### src/rtl/i2c_seq_pkg.sv
// rtl/i2c_seq_pkg.sv - iicmb register map, command codes, status codes and sequencer states
package i2c_seq_pkg;

  typedef enum logic [1:0] {
    REG_CSR  = 2'd0,
    REG_DPR  = 2'd1,
    REG_CMDR = 2'd2,
    REG_FSMR = 2'd3
  } iicmb_reg_ofst_t;

  typedef enum logic [2:0] {
    CMD_WAIT    = 3'b000,
    CMD_WRITE   = 3'b001,
    CMD_RD_AK   = 3'b010,
    CMD_RD_NAK  = 3'b011,
    CMD_START   = 3'b100,
    CMD_STOP    = 3'b101,
    CMD_SET_BUS = 3'b110
  } iicmb_cmdr_t;

  typedef enum logic [2:0] {
    ST_DONE     = 3'd0,
    ST_NAK      = 3'd1,
    ST_ARB_LOST = 3'd2,
    ST_ERR      = 3'd3,
    ST_TIMEOUT  = 3'd4
  } seq_status_t;

  localparam logic [7:0] CSR_E  = 8'h80;
  localparam logic [7:0] CSR_IE = 8'h40;

  localparam int CMDR_DON = 7;
  localparam int CMDR_NAK = 6;
  localparam int CMDR_AL  = 5;
  localparam int CMDR_ERR = 4;

  typedef enum logic [2:0] {
    S_INIT_CSR,
    S_IDLE,
    S_WR_DPR,
    S_WR_CMDR,
    S_WAIT_DONE,
    S_RD_CMDR,
    S_RD_DPR,
    S_RESP
  } seq_state_t;

  // A completion byte with no flag set is treated as a core error.
  function automatic seq_status_t decode_cmdr(input logic [7:0] cmdr);
    if (cmdr[CMDR_ERR])      return ST_ERR;
    else if (cmdr[CMDR_AL])  return ST_ARB_LOST;
    else if (cmdr[CMDR_NAK]) return ST_NAK;
    else if (cmdr[CMDR_DON]) return ST_DONE;
    else                     return ST_ERR;
  endfunction

  function automatic logic is_read_op(input logic [2:0] op);
    return (op == CMD_RD_AK) || (op == CMD_RD_NAK);
  endfunction

endpackage

### src/rtl/wb_single_xfer.sv
// rtl/wb_single_xfer.sv - single Wishbone read/write engine, one access at a time
module wb_single_xfer #(
  parameter int AW = 2,
  parameter int DW = 8
) (
  input  logic          clk,
  input  logic          resetn,
  input  logic          start,
  input  logic [AW-1:0] addr,
  input  logic          we,
  input  logic [DW-1:0] wdata,
  output logic          done,
  output logic [DW-1:0] rdata,
  output logic          wb_cyc,
  output logic          wb_stb,
  output logic          wb_we,
  output logic [AW-1:0] wb_adr,
  output logic [DW-1:0] wb_dat_w,
  input  logic          wb_ack,
  input  logic [DW-1:0] wb_dat_r
);

  logic          active;
  logic [AW-1:0] adr_q;
  logic          we_q;
  logic [DW-1:0] dat_q;

  // done is a one-cycle pulse while the bus is idle, so a start seen in that
  // cycle is refused and the bus always gets at least one idle cycle.
  always_ff @(posedge clk) begin
    if (!resetn) begin
      active <= 1'b0;
      done   <= 1'b0;
      rdata  <= '0;
      adr_q  <= '0;
      we_q   <= 1'b0;
      dat_q  <= '0;
    end else begin
      done <= 1'b0;
      if (!active) begin
        if (start && !done) begin
          active <= 1'b1;
          adr_q  <= addr;
          we_q   <= we;
          dat_q  <= wdata;
        end
      end else if (wb_ack) begin
        active <= 1'b0;
        done   <= 1'b1;
        rdata  <= wb_dat_r;
      end
    end
  end

  assign wb_cyc   = active;
  assign wb_stb   = active;
  assign wb_we    = active & we_q;
  assign wb_adr   = active ? adr_q : '0;
  assign wb_dat_w = active ? dat_q : '0;

endmodule

### src/rtl/i2c_wb_cmd_sequencer.sv
// rtl/i2c_wb_cmd_sequencer.sv - byte-level I2C op to iicmb WB register sequencer
// I2C_SEQ_POLL_EN: poll CMDR for completion instead of using irq_i
module i2c_wb_cmd_sequencer
  import i2c_seq_pkg::*;
#(
  parameter int WB_ADDR_WIDTH = 2,
  parameter int WB_DATA_WIDTH = 8,
  parameter int DONE_TIMEOUT  = 65535
) (
  input  logic                     clk_i,
  input  logic                     rst_i,
  input  logic                     req_valid_i,
  output logic                     req_ready_o,
  input  logic [2:0]               req_op_i,
  input  logic [7:0]               req_data_i,
  output logic                     rsp_valid_o,
  input  logic                     rsp_ready_i,
  output logic [2:0]               rsp_status_o,
  output logic [7:0]               rsp_data_o,
  output logic                     cyc_o,
  output logic                     stb_o,
  output logic                     we_o,
  output logic [WB_ADDR_WIDTH-1:0] adr_o,
  output logic [WB_DATA_WIDTH-1:0] dat_o,
  input  logic                     ack_i,
  input  logic [WB_DATA_WIDTH-1:0] dat_i,
  input  logic                     irq_i,
  output logic                     busy_o
);

`ifdef I2C_SEQ_POLL_EN
  localparam logic [7:0] CSR_INIT = CSR_E;
`else
  localparam logic [7:0] CSR_INIT = CSR_E | CSR_IE;
`endif

  localparam bit          TMO_EN  = (DONE_TIMEOUT > 0);
  localparam logic [31:0] TMO_LIM = (DONE_TIMEOUT > 0) ? 32'(DONE_TIMEOUT - 1) : 32'd0;

  seq_state_t          state, state_d;
  logic [2:0]          op_q;
  logic [7:0]          data_q;
  seq_status_t         status_q, status_d, cmdr_status;
  logic [7:0]          rsp_data_q;
  logic [31:0]         tmo_cnt;
  logic                tmo_hit;
  logic                accept;
  logic                set_status;
  logic                load_rdata;

  logic                x_start;
  iicmb_reg_ofst_t     x_addr;
  logic                x_we;
  logic [7:0]          x_wdata;
  logic                x_done;
  logic [WB_DATA_WIDTH-1:0] x_rdata;

  wb_single_xfer #(
    .AW (WB_ADDR_WIDTH),
    .DW (WB_DATA_WIDTH)
  ) u_xfer (
    .clk      (clk_i),
    .resetn   (rst_i),
    .start    (x_start),
    .addr     (WB_ADDR_WIDTH'(x_addr)),
    .we       (x_we),
    .wdata    (WB_DATA_WIDTH'(x_wdata)),
    .done     (x_done),
    .rdata    (x_rdata),
    .wb_cyc   (cyc_o),
    .wb_stb   (stb_o),
    .wb_we    (we_o),
    .wb_adr   (adr_o),
    .wb_dat_w (dat_o),
    .wb_ack   (ack_i),
    .wb_dat_r (dat_i)
  );

`ifdef I2C_SEQ_POLL_EN
  logic unused_irq;
  assign unused_irq = irq_i;
`endif

  assign accept      = (state == S_IDLE) && req_valid_i;
  assign tmo_hit     = TMO_EN && (tmo_cnt >= TMO_LIM);
  assign cmdr_status = decode_cmdr(x_rdata[7:0]);

  always_ff @(posedge clk_i) begin
    if (!rst_i) begin
      state      <= S_INIT_CSR;
      op_q       <= '0;
      data_q     <= '0;
      status_q   <= ST_DONE;
      rsp_data_q <= '0;
      tmo_cnt    <= '0;
    end else begin
      state <= state_d;
      if (accept) begin
        op_q       <= req_op_i;
        data_q     <= req_data_i;
        status_q   <= ST_DONE;
        rsp_data_q <= '0;
        tmo_cnt    <= '0;
      end
      if (state == S_WAIT_DONE && tmo_cnt != '1) tmo_cnt <= tmo_cnt + 32'd1;
      if (set_status) status_q <= status_d;
      if (load_rdata) rsp_data_q <= x_rdata[7:0];
    end
  end

  // x_start drops in the done cycle so the engine never re-launches the access
  // that just finished before the state register moves on.
  always_comb begin
    state_d    = state;
    x_start    = 1'b0;
    x_addr     = REG_CSR;
    x_we       = 1'b0;
    x_wdata    = '0;
    set_status = 1'b0;
    status_d   = ST_DONE;
    load_rdata = 1'b0;
    case (state)
      S_INIT_CSR: begin
        x_start = !x_done;
        x_we    = 1'b1;
        x_wdata = CSR_INIT;
        if (x_done) state_d = S_IDLE;
      end
      S_IDLE: begin
        if (req_valid_i)
          state_d = (req_op_i == CMD_SET_BUS || req_op_i == CMD_WRITE) ? S_WR_DPR : S_WR_CMDR;
      end
      S_WR_DPR: begin
        x_start = !x_done;
        x_addr  = REG_DPR;
        x_we    = 1'b1;
        x_wdata = data_q;
        if (x_done) state_d = S_WR_CMDR;
      end
      S_WR_CMDR: begin
        x_start = !x_done;
        x_addr  = REG_CMDR;
        x_we    = 1'b1;
        x_wdata = {5'b0, op_q};
        if (x_done) state_d = S_WAIT_DONE;
      end
      S_WAIT_DONE: begin
`ifdef I2C_SEQ_POLL_EN
        x_start = !x_done;
        x_addr  = REG_CMDR;
        if (x_done && (|x_rdata[7:4])) begin
          set_status = 1'b1;
          status_d   = cmdr_status;
          state_d    = (is_read_op(op_q) && cmdr_status == ST_DONE) ? S_RD_DPR : S_RESP;
        end else if (x_done && tmo_hit) begin
          set_status = 1'b1;
          status_d   = ST_TIMEOUT;
          state_d    = S_RESP;
        end
`else
        if (irq_i) begin
          state_d = S_RD_CMDR;
        end else if (tmo_hit) begin
          set_status = 1'b1;
          status_d   = ST_TIMEOUT;
          state_d    = S_RESP;
        end
`endif
      end
      S_RD_CMDR: begin
        x_start = !x_done;
        x_addr  = REG_CMDR;
        if (x_done) begin
          set_status = 1'b1;
          status_d   = cmdr_status;
          state_d    = (is_read_op(op_q) && cmdr_status == ST_DONE) ? S_RD_DPR : S_RESP;
        end
      end
      S_RD_DPR: begin
        x_start = !x_done;
        x_addr  = REG_DPR;
        if (x_done) begin
          load_rdata = 1'b1;
          state_d    = S_RESP;
        end
      end
      S_RESP: begin
        if (rsp_ready_i) state_d = S_IDLE;
      end
      default: state_d = S_INIT_CSR;
    endcase
  end

  assign req_ready_o  = (state == S_IDLE);
  assign busy_o       = (state != S_IDLE);
  assign rsp_valid_o  = (state == S_RESP);
  assign rsp_status_o = rsp_valid_o ? status_q : 3'd0;
  assign rsp_data_o   = rsp_valid_o ? rsp_data_q : 8'd0;

endmodule

### config.mk
export PLATFORM = sky130hd
export DESIGN_NAME = i2c_wb_cmd_sequencer
export DESIGN_NICKNAME = d
export VERILOG_FILES = /design/src/rtl/i2c_seq_pkg.sv /design/src/rtl/wb_single_xfer.sv /design/src/rtl/i2c_wb_cmd_sequencer.sv
export SDC_FILE = /design/constraint.sdc
export NUM_CORES = 1
export LEC_CHECK = 0
export CORE_MARGIN = 1.5
export CORE_UTILIZATION = 49
export DETAILED_ROUTE_END_ITERATION = 12
export PLACE_DENSITY = 0.74
export RECOVER_POWER = 100
export SYNTH_ARGS = -nofsm -noshare
export SYNTH_HDL_FRONTEND = slang
export SYNTH_SLANG_ARGS = --single-unit
### constraint.sdc
create_clock -name clk_i -period 2.5 [get_ports clk_i]
set_clock_uncertainty 0.1 [all_clocks]
set_input_delay 0.5 -clock clk_i [delete_from_list [all_inputs] [get_ports clk_i]]
set_output_delay 0.5 -clock clk_i [all_outputs]
set_load 0.05 [all_outputs]
==> impl_metrics.xml, run 1 <==
<?xml version="1.0" encoding="UTF-8"?>
<metrics>
  <group name="run_status">
    <metric name="outcome" unit="">finished, final reports clean</metric>
  </group>
  <group name="setup_path">
    <metric name="required" unit="ns">2.69</metric>
    <metric name="reg2reg_setup_slack" unit="ns">0.03</metric>
    <metric name="worst-r2r-cell-count" unit="">8</metric>
    <metric name="critPathMaxFanout" unit="">12</metric>
    <metric name="worst_setup_path_end_kind" unit="">flop</metric>
    <metric name="cp-start-kind" unit="">flop</metric>
    <metric name="setup.worst_path.class" unit="">reg2reg</metric>
    <metric name="worst_r2r_endpoint" unit="">tmo_cnt[27]$_SDFFE_PN0P_</metric>
    <metric name="arrival" unit="ns">2.67</metric>
    <metric name="worst_r2r_startpoint" unit="">tmo_cnt[7]$_SDFFE_PN0P_</metric>
  </group>
  <group name="timing">
    <metric name="setup_slack" unit="ns">0.0251</metric>
    <metric name="maxSlewHeadroom" unit="">0.524</metric>
    <metric name="fin_crit_sh" unit="">0.990</metric>
    <metric name="hold_viol_final" unit="">0</metric>
    <metric name="fin_setup_tns" unit="ns">0</metric>
    <metric name="fmax" unit="MHz">404</metric>
    <metric name="measured_slew_at_the_worst_slew_check_pin" unit="ns">0.708</metric>
    <metric name="fin_crit" unit="ns">2.47</metric>
    <metric name="grt_setup_unrepaired" unit="">true</metric>
    <metric name="final_max_slew_viol_count" unit="">0</metric>
    <metric name="timing.final.setup_violations" unit="">0</metric>
  </group>
  <group name="synthesis">
    <metric name="number_of_synthesized_flops_with_an_enable_pin" unit="">0</metric>
    <metric name="async_reset_ff_frac" unit="">0</metric>
    <metric name="yosys.cell_count.top_type" unit="">sky130_fd_sc_hd__nand2_1</metric>
    <metric name="synthDominantCellAreaShare" unit="">0.408</metric>
    <metric name="synth.cell_area" unit="sq um">3830</metric>
    <metric name="synth_top_cells_by_area" unit="">sky130_fd_sc_hd__dfxtp_1 41%, sky130_fd_sc_hd__nand2_1 7.9%, sky130_fd_sc_hd__a21oi_1 6.1%</metric>
    <metric name="synthesis.yosys.warnings" unit="">0</metric>
    <metric name="yosysUniqueCellTypes" unit="">53</metric>
    <metric name="cell_type_with_the_largest_total_area_after_synthesis" unit="">sky130_fd_sc_hd__dfxtp_1</metric>
    <metric name="ys.flop_type" unit="">sky130_fd_sc_hd__dfxtp_1</metric>
    <metric name="synth_commonest_cells" unit="">81 x sky130_fd_sc_hd__nand2_1, 78 x sky130_fd_sc_hd__dfxtp_1, 47 x sky130_fd_sc_hd__a21oi_1</metric>
    <metric name="mean_instance_size_in_the_synthesized_netlist" unit="sq um">7.64</metric>
    <metric name="synth.net_count" unit="">528</metric>
    <metric name="synth_sequential_area_ratio" unit="">0.408</metric>
    <metric name="postSynthRegisterBits" unit="">78</metric>
    <metric name="synthCells" unit="">501</metric>
  </group>
  <group name="power">
    <metric name="share_seq_of_total_power" unit="">0.492</metric>
    <metric name="power_switching" unit="mW">0.725</metric>
    <metric name="power.share.combinational" unit="">0.127</metric>
    <metric name="vdd.ir_drop.worst" unit="V">0.000271</metric>
    <metric name="internal_power" unit="mW">1.89</metric>
    <metric name="share_clk_of_total_power" unit="">0.381</metric>
    <metric name="power.switching_fraction" unit="">0.277</metric>
    <metric name="p_leak" unit="nW">1.77</metric>
    <metric name="p_per_area" unit="nW/um^2">525</metric>
  </group>
  <group name="place">
    <metric name="placement.cell_area" unit="sq um">4710</metric>
    <metric name="dp_cells" unit="">660</metric>
    <metric name="placer_congestion_estimate" unit="">0.906</metric>
    <metric name="detailed_place_hpwl" unit="um">7110</metric>
    <metric name="pre_cts_slack" unit="ns">0.0407</metric>
    <metric name="buffer_ports.inserted" unit="">51</metric>
  </group>
  <group name="final_layout">
    <metric name="count_of_non_filler_cells_in_the_finished_layout" unit="">682</metric>
    <metric name="post-route-cell-area" unit="sq um">4980</metric>
    <metric name="finalCoreUtilization" unit="">0.651</metric>
    <metric name="share_of_cells_above_drive_strength_1" unit="">0.171</metric>
    <metric name="antenna_cells" unit="">0</metric>
    <metric name="area_growth_syn_to_layout" unit="%">30.1</metric>
    <metric name="final_nets" unit="">602</metric>
  </group>
  <group name="die">
    <metric name="floorplan.io_pins" unit="">52</metric>
    <metric name="floorplan.rows" unit="">32</metric>
    <metric name="die_height" unit="um">91.4</metric>
    <metric name="fp.dieArea" unit="sq um">8350</metric>
    <metric name="fp.dieW" unit="um">91.4</metric>
    <metric name="initial_core_util" unit="">0.500</metric>
    <metric name="area_of_the_placeable_core" unit="sq um">7650</metric>
  </group>
  <group name="detailed_routing">
    <metric name="drt_iter0_markers" unit="">305</metric>
    <metric name="vias_per_cell" unit="">5.77</metric>
    <metric name="ant_nets" unit="">0</metric>
    <metric name="dr_total_vias" unit="">3937</metric>
    <metric name="drcViolationCount" unit="">0</metric>
    <metric name="detail_route.first_pass.iterations" unit="">5</metric>
    <metric name="wire_per_inst" unit="um">15.1</metric>
    <metric name="totalWireLength" unit="um">10300</metric>
  </group>
  <group name="clock_network">
    <metric name="clock_tree_root_buffer_cell" unit="">sky130_fd_sc_hd__clkbuf_8</metric>
    <metric name="clock_insertion_delay_worst_skew" unit="ns">0.36</metric>
    <metric name="clock_sink_count" unit="">78</metric>
    <metric name="cts_htree_levels" unit="">3</metric>
    <metric name="cts.clk_slew.worst_paths" unit="ns">0.09</metric>
    <metric name="tritoncts_buffers" unit="">9</metric>
    <metric name="tritoncts" unit="">done</metric>
    <metric name="cts_hold_buffers" unit="">0</metric>
    <metric name="clockBufferDepth" unit="">2</metric>
  </group>
  <group name="global_route">
    <metric name="initial_antenna_violation_count" unit="">0</metric>
    <metric name="grt_first_pass_wirelength" unit="um">17000</metric>
    <metric name="grt_max_degree" unit="">45</metric>
    <metric name="grtUsageTotal" unit="">0.253</metric>
    <metric name="number_of_global_route_vias_before_repair" unit="">3670</metric>
    <metric name="grt_overflow_total" unit="">0</metric>
  </group>
  <group name="hold_path">
    <metric name="min-delay-path-class" unit="">reg2reg</metric>
    <metric name="min-delay-start" unit="">u_xfer.dat_q[3]$_SDFFE_PN0P_</metric>
    <metric name="hold-path-cell-count" unit="">2</metric>
    <metric name="hold_endpoint" unit="">u_xfer.dat_q[3]$_SDFFE_PN0P_</metric>
  </group>
  <group name="flow_run">
    <metric name="cap_viol_max_count" unit="">0</metric>
  </group>
</metrics>
-- cells in the final DEF (no fill, tap or decap), drive strengths merged, types with 4 or more instances in the layout --
cell and count:
clkbuf 26, clkinvlp 4, a21boi 4, a21oi 50
buf 52, o31ai 7, or4 5, dfxtp 78
inv 13, nand2b 5, nand2 81, nand3 35
nor4 7, mux2i 5, or3 7, o21ai 37
nor2 27, and2 25, nand4 9, clkdlybuf4s50 23
o21a 4, and3 11, nor3 24
-- how the worst max path moves through the flow --
stage	startpoint	to
detailed placement	tmo_cnt[7]$_SDFFE_PN0P_	tmo_cnt[17]$_SDFFE_PN0P_
floorplan	tmo_cnt[7]$_SDFFE_PN0P_	tmo_cnt[2]$_SDFFE_PN0P_
finish	tmo_cnt[7]$_SDFFE_PN0P_	tmo_cnt[27]$_SDFFE_PN0P_
CTS	tmo_cnt[7]$_SDFFE_PN0P_	tmo_cnt[17]$_SDFFE_PN0P_
global placement	tmo_cnt[3]$_SDFFE_PN0P_	tmo_cnt[23]$_SDFFE_PN0P_
global route	tmo_cnt[3]$_SDFFE_PN0P_	tmo_cnt[9]$_SDFFE_PN0P_
-- sequential cells by signal, indices dropped and copies added, names as in the netlist --
signal         cells
u_xfer.dat_q       8
u_xfer.rdata       8
status_q           3
data_q             8
u_xfer.done        1
op_q               3
state              3
tmo_cnt           32
u_xfer.wb_cyc      1
u_xfer.we_q        1
u_xfer.adr_q       2
rsp_data_q         8
-- per-stage QoR --
stage / hold slack (ns) / power (mW)
floorplan: 0.327 / 1.52
global placement: 0.336 / 1.64
detailed placement: 0.342 / 1.65
CTS: 0.352 / 2.62
global route: 0.374 / 2.70
finish: 0.351 / 2.61
-- logic make-up after synthesis --
group | Yosys count | synth area share
AOI/OAI and AO/OA | 122 | 0.192
xor gates and xnor gates | 5 | 0.0114
adders and majority gates | 2 | 0.00654
buffers and inverters | 42 | 0.0474
DFF | 78 | 0.408
muxes | 5 | 0.0131
and+or+nand+nor | 247 | 0.322
-- layer usage --
| layer | GRT usage | vias up | wire length, um |
|---|---|---|---|
| met4 | 0.111 | 0 | 178 |
| met2 | 0.412 | 139 | 4940 |
| met1 | 0.330 | 1856 | 4540 |
| met5 | 0 | - | 0 |
| li1 | - | 1925 | - |
| met3 | 0.0419 | 17 | 633 |
-- power by group through the flow --
| stage | Sequential, mW | Clock, mW | Combinational (mW) |
|---|---|---|---|
| floorplan | 1.32 | 0 | 0.198 |
| global placement | 1.32 | 0 | 0.330 |
| detailed placement | 1.32 | 0 | 0.335 |
| CTS | 1.29 | 0.995 | 0.337 |
| global route | 1.29 | 1.05 | 0.362 |
| finish | 1.28 | 0.994 | 0.333 |
-- worst max-delay path: stages, from the launching register on --
cell	delay, ns
sky130_fd_sc_hd__dfxtp_4	0.38
sky130_fd_sc_hd__nand4_4	0.13
sky130_fd_sc_hd__or4_4	0.51
sky130_fd_sc_hd__or4_4	0.54
sky130_fd_sc_hd__a211oi_4	0.25
sky130_fd_sc_hd__buf_6	0.16
sky130_fd_sc_hd__clkbuf_16	0.17
sky130_fd_sc_hd__a21oi_2	0.03
sky130_fd_sc_hd__a21oi_1	0.14
-- repair_timing --
item                                    in CTS  in global routing
resized for setup                            0                 19
setup buffers                                0                  4
endpoints found under the setup margin       0                 30
-- area by class of cell --
cell class	count	area [sq um]
well taps	102	128
clock buffers	10	138
fillers	676	2670
inverters	13	50.0
clock inverters	6	70.1
flip-flops and latches	78	1580
repair buffers	92	910
multi-input cells	381	2100
(Power assumes the default switching activity.)
==> inputs of run 2 (changes only) <==
- SLEW_MARGIN: unset -> 20
==> results of run 2 <==
The final DEF is identical to that of run 1; final timing and power are the same.
